$ cat config.mk
export PLATFORM = sky130hd
export DESIGN_NAME = fifo_ctrl
export DESIGN_NICKNAME = d
export VERILOG_FILES = /design/src/rtl/fifo_ctrl.sv
export SDC_FILE = /design/constraint.sdc
export NUM_CORES = 1
export LEC_CHECK = 0
export CELL_PAD_IN_SITES_DETAIL_PLACEMENT = 1
export CELL_PAD_IN_SITES_GLOBAL_PLACEMENT = 2
export CORE_ASPECT_RATIO = 1.75
export CORE_MARGIN = 2
export CORE_UTILIZATION = 28
export DETAILED_ROUTE_END_ITERATION = 7
export PLACE_DENSITY_LB_ADDON = 0.1
export SLEW_MARGIN = 0
export SYNTH_ARGS = -nofsm -noshare
export SYNTH_HDL_FRONTEND = slang
export SYNTH_SLANG_ARGS = --single-unit
$ cat constraint.sdc
create_clock -name CPUCLK -period 3.3 [get_ports CPUCLK]
set_input_delay 0.825 -clock CPUCLK [delete_from_list [all_inputs] [get_ports CPUCLK]]
set_output_delay 0.825 -clock CPUCLK [all_outputs]
set_load 0.05 [all_outputs]
$ cat src/rtl/fifo_ctrl.sv
`default_nettype none
// ============================================================================
// Module  : fifo_ctrl
// Brief   : Pointer, occupancy and byte-offset controller for the SCSI DMA
//           longword FIFO, with sticky overrun/underrun and synchronous flush.
// Revision: 1.0  initial release
// ============================================================================
module fifo_ctrl #(
    parameter  int DEPTH = 8,
    localparam int PW    = $clog2(DEPTH),
    localparam int CW    = PW + 1
) (
    input  logic          CPUCLK,
    input  logic          RESET_,
    input  logic          INCNI,
    input  logic          INCNO,
    input  logic          INCFIFO,
    input  logic          DECFIFO,
    input  logic          INCBO,
    input  logic          FLUSH,
    output logic [PW-1:0] WRPTR,
    output logic [PW-1:0] RDPTR,
    output logic [CW-1:0] LWCOUNT,
    output logic [1:0]    BO,
    output logic [3:0]    BLANE,
    output logic          BOEQ3,
    output logic          FIFOFULL,
    output logic          FIFOEMPTY,
    output logic          OVERRUN,
    output logic          UNDERRUN
);

    localparam logic [CW-1:0] c_FULL  = CW'(DEPTH);
    localparam logic [CW-1:0] c_EMPTY = '0;
    localparam logic [CW-1:0] c_ONE   = CW'(1);
    localparam logic [PW-1:0] c_PONE  = PW'(1);

    logic [PW-1:0] r_wrptr;
    logic [PW-1:0] r_rdptr;
    logic [CW-1:0] r_count;
    logic [1:0]    r_bo;
    logic          r_overrun;
    logic          r_underrun;

    logic          w_full;
    logic          w_empty;
    logic          w_add_only;
    logic          w_rem_only;

    assign w_full     = (r_count == c_FULL);
    assign w_empty    = (r_count == c_EMPTY);
    // Simultaneous add/remove is a legal pass-through at any occupancy.
    assign w_add_only = INCFIFO & ~DECFIFO;
    assign w_rem_only = DECFIFO & ~INCFIFO;

    always_ff @(posedge CPUCLK or negedge RESET_) begin
        if (!RESET_) begin
            r_wrptr    <= '0;
            r_rdptr    <= '0;
            r_count    <= '0;
            r_bo       <= '0;
            r_overrun  <= 1'b0;
            r_underrun <= 1'b0;
        end else if (FLUSH) begin
            r_wrptr    <= '0;
            r_rdptr    <= '0;
            r_count    <= '0;
            r_bo       <= '0;
            r_overrun  <= 1'b0;
            r_underrun <= 1'b0;
        end else begin
            if (INCNI) r_wrptr <= r_wrptr + c_PONE;
            if (INCNO) r_rdptr <= r_rdptr + c_PONE;
            if (INCBO) r_bo    <= r_bo + 2'd1;

            if (w_add_only) begin
                if (w_full) r_overrun <= 1'b1;
                else        r_count   <= r_count + c_ONE;
            end else if (w_rem_only) begin
                if (w_empty) r_underrun <= 1'b1;
                else         r_count    <= r_count - c_ONE;
            end
        end
    end

    assign WRPTR     = r_wrptr;
    assign RDPTR     = r_rdptr;
    assign LWCOUNT   = r_count;
    assign BO        = r_bo;
    // Big-endian lane select: offset 0 addresses D31:24.
    assign BLANE     = 4'b1000 >> r_bo;
    assign BOEQ3     = (r_bo == 2'd3);
    assign FIFOFULL  = w_full;
    assign FIFOEMPTY = w_empty;
    assign OVERRUN   = r_overrun;
    assign UNDERRUN  = r_underrun;

endmodule
`default_nettype wire

# Yosys cells after proc, flatten, opt, wreduce, memory -nomap -nowiden
# Index checks and enable logic that the tools add are counted.
[classes] shift=1 n_eq_ne=5 bitwise_logic=4 n_mux=18 n_reduce_logical=12 add_sub_neg=5
[op_table] op="4-bit 2-to-1 mux" count=5
[op_table] op="2-bit nonzero test" count=7
[op_table] op="3-bit 2-to-1 mux" count=4
[op_table] op="1-bit 2-to-1 mux" count=7
[op_table] op="3-bit by 1-bit adder with 3-bit output, second input constant" count=2
[op_table] op="3-bit AND reduction" count=2
[op_table] op="4-bit by 1-bit adder with 4-bit output, second input constant" count=1
[op_table] op="4-bit equality test, second input constant" count=1
[op_table] op="4-bit zero test" count=1
[op_table] op="2-bit 2-to-1 mux" count=2
[op_table] op="4-bit by 2-bit right shift with 4-bit output, first input constant" count=1
[op_table] op="4-bit by 1-bit subtractor with 4-bit output, second input constant" count=1
[op_table] op="3-bit by 2-bit inequality test with 1-bit output, second input constant" count=1
[op_table] op="3-bit inequality test, second input constant" count=1
[op_table] op="3-bit nonzero test" count=1
[op_table] op="2-bit by 1-bit adder with 2-bit output, second input constant" count=1
[op_table] op="1-bit bitwise AND" count=2
[op_table] op="2-bit equality test, second input constant" count=1
[op_table] op="2-bit inequality test, second input constant" count=1
[op_table] op="1-bit NOT" count=2
[op_table] op="2-bit AND reduction" count=1
[word_totals] elab_cells=51 regBits=14

# Logic depth before layout (Yosys ltp)
# Gate-level depths: netlist (run 1).
[logic_depth] ltp_word=5 ltp_mapped=7 mapped_depth_nobuf=7

# Least setup slack after synthesis (run 1)
# OpenSTA, ideal clock, no wires.
[synth_path] kind="reg2out" startpoint="reg r_count[1], in the netlist LWCOUNT[1]" endpoint="out FIFOEMPTY" path_buffers=1 arrival_time_ns=1.544 setup_slack_ns=0.931 stages_incl_launch_ff=3 cell_sequence="dfrtp_1 > buf_6 > nor4_4"
[synth_between] elab_chain_len=1
[synth_lines] element="start: declaration" line="40" rtl="logic [CW-1:0] r_count;"
[synth_lines] element="start signal: assignment" line="78" rtl="else r_count <= r_count + c_ONE;"
[synth_lines] element="start signal: assignment" line="81" rtl="else r_count <= r_count - c_ONE;"
[synth_lines] element="4-bit zero test" line="51" rtl="assign w_empty = (r_count == c_EMPTY);"
[synth_lines] element="end: declaration" line="28" rtl="output logic FIFOEMPTY,"
# Every way passes these cells.

# Worst setup path after layout (run 1)
# Same ends and word-level chain as after synthesis.

==> impl_metrics.yaml, run 1 <==
status:
  status: "finished, final reports clean"
sta:
  slew_viol_final: 0
  worst_slew_pin_slew_ns: 0.648
  hold_ws_ns: 0.509
  final.setup.tns_ns: 0
  hold_viol: 0
  fmax_mhz: 344
  finalSetupViolCount: 0
  final.period_utilization: 0.880
  final.min_clock_period_ns: 2.90
  fin_skew_ns: 0.00218
  rsz0062_at_grt: "no"
  setup_ws_ns: 0.396
  max-slew-margin-rel: 0.567
synth:
  syn-instance-count: 74
  synth_area_um2: 820
  yosysSeqAreaShare: 0.427
  yosysWarnings: 0
  postSynthAreaPerCell_um2: 11.1
  synth_fp_nets: 90
  synthDistinctLibCells: 26
  ys_ff_latch: 14
critical_path:
  end_kind: "output port"
  worstSetupStartpointType: "register"
  cp.arrival_ns: 2.08
  path_max_fanout: 9
  rrSetupSlack_ns: 1.68
  crit_required_ns: 2.47
  worst-setup-path-type: "register to output port"
  rr_worst_depth: 5
  r2r-start: "LWCOUNT[2]"
  r2r_end: "LWCOUNT[3]"
placement:
  dp_slack_ns: 0.552
  gp_congestion: 0.661
  hpwl_mm: 1.49
  place_inst: 127
  portBuffers: 28
min_path:
  worstHoldEndpoint: "UNDERRUN"
  holdPathStages: 2
  hold_path.class: "register to register"
  min_from: "UNDERRUN"
global_route:
  grt_max_degree: 15
  grt.total_usage: 0.124
  overflow: 0
  antenna_found_initial: 0
  grt_pass1_vias: 656
  grt_pass1_wl_mm: 3.01
cells_and_area:
  layout.cells.non_filler: 130
  n_fill_cell: 327
  insertedDiodeCount: 0
  syn_to_final_growth_pct: 40.8
  final_cell_mix: "28 x clkdlybuf4s50_1, 15 x nor2_1, 14 x dfrtp_1, 8 x ha_1, 5 x xnor2_1"
  multi_input_area_um2: 432
  ff_latch_area_um2: 350
  finish.net_count: 120
  final_common_cell: "clkdlybuf4s50_1"
  layout-drive-gt1-share: 0.0882
clocking:
  clk_pin_slew_ns: 0.06
  clockRootBuffer: "clkbuf_8"
  clkLatencyLatePin_ns: 0.24
  cts_tree: "done"
  cts_sinks: 14
  hold_buffers: 0
  clockBufferDepth: 2
  cts_buffers: 3
  htree_levels: 1
  cts_setup_buffers: 0
  cts_resized: 0
route:
  route.vias.total: 639
  avgViaCountPerCell: 4.92
  avgRoutedWirePerCell_um: 14.3
  drt-pass1-iter-count: 4
  drt_iter0_drc: 8
  antenna_left: 0
  wl_mm: 1.85
  drc: 0
floorplan:
  design.core.area_um2: 2860
  io_pins: 29
  start_util: 0.286
  die_y_um: 75.6
  die-area_um2: 3390
  fp-row-count: 26
  die_w_um: 44.9
power:
  p_leak_nw: 0.504
  vdd_ir_drop_max_uv: 271
  power_mw: 0.709
  p_per_area_nw_per_um2: 614
job:
  cap_violations: 0
==> cells in the mapped netlist (all sizes together) <==
master  count  area [µm²]
buf         2        18.8
xnor2       5        43.8
and3        1        6.26
o22ai       1        20.0
a311oi      2        17.5
xor2        2        17.5
nor2       15        56.3
inv         4        15.0
nor4b       1        23.8
ha          8         100
a31oi       2        12.5
nor2b       1        13.8
nand2b      1        6.26
dfrtp      14         350
a21o        1        7.51
nand3       1        5.00
nor4        1        21.3
o21ai       1        5.00
a211o       1        10.0
nand2       3        11.3
clkbuf      1        3.75
mux2i       4        40.0
a21oi       1        5.00
a41oi       1        8.76
==> final cells by class <==
class	count	share of cell area
Timing Repair Buffer	28	0.243
Tap cell	28	0.0304
Sequential cell	14	0.304
Inverter	4	0.0130
Clock buffer	3	0.0358
Multi-Input combinational cell	53	0.374
==> power breakdown <==
part | internal [mW] | total, mW | switching (mW)
registers | 0.192 | 0.234 | 0.0418
clock network | 0.0806 | 0.138 | 0.0569
logic | 0.131 | 0.337 | 0.206
==> kinds of logic (layout without fill, tap and decap cells) <==
group,Yosys count,after routing,share of synthesized area
flops,14,14,0.427
xor+xnor,7,7,0.0748
compound gates,10,10,0.105
fa+ha+maj,8,8,0.122
mux,4,4,0.0489
buf+inv,7,35,0.0458
simple gates,24,24,0.176
==> through the flow <==
stage / util / area (µm²)
final: 0.403 / 1150
after floorplan: - / 820
after global placement: 0.389 / 1110
after detailed placement: 0.389 / 1110
after global routing: 0.403 / 1150
after CTS: 0.403 / 1150
==> sequential cells by signal, summed over array words and instances (netlist names) <==
| name | cells |
|---|---|
| BO | 2 |
| LWCOUNT | 4 |
| OVERRUN | 1 |
| RDPTR | 3 |
| UNDERRUN | 1 |
| WRPTR | 3 |
==> worst max path at each step <==
stage / cells after the start / slack [ns] / endpoint / startpoint
2_1_floorplan: 2 / 0.93 / FIFOEMPTY / LWCOUNT[1]
3_3_place_gp: 8 / 0.55 / LWCOUNT[3] / INCFIFO
3_5_place_dp: 8 / 0.55 / LWCOUNT[3] / INCFIFO
4_1_cts: 2 / 0.36 / FIFOEMPTY / LWCOUNT[1]
5_1_grt: 2 / 0.30 / FIFOEMPTY / LWCOUNT[1]
6_report: 2 / 0.40 / FIFOEMPTY / LWCOUNT[1]
==> per-layer routing <==
metal  up-vias  wire length [µm]  global-route usage
li1        307                 -                   -
met1       314               729               0.140
met2        16              1020               0.214
met3         2                81              0.0237
met4         0                18              0.0686
met5         -                 0                   0
==> critical path, cell delays in order (launching register included) <==
cell and delay, ns:
dfrtp_1 0.51, nor4_4 0.45, clkdlybuf4s50_1 0.87
(Power assumes the default switching activity.)
==> inputs of run 2 (changes only) <==
Settings changed: TNS_END_PERCENT set to 50.
==> results of run 2 <==
No change in the layout: final DEF, timing and power equal those of run 1.
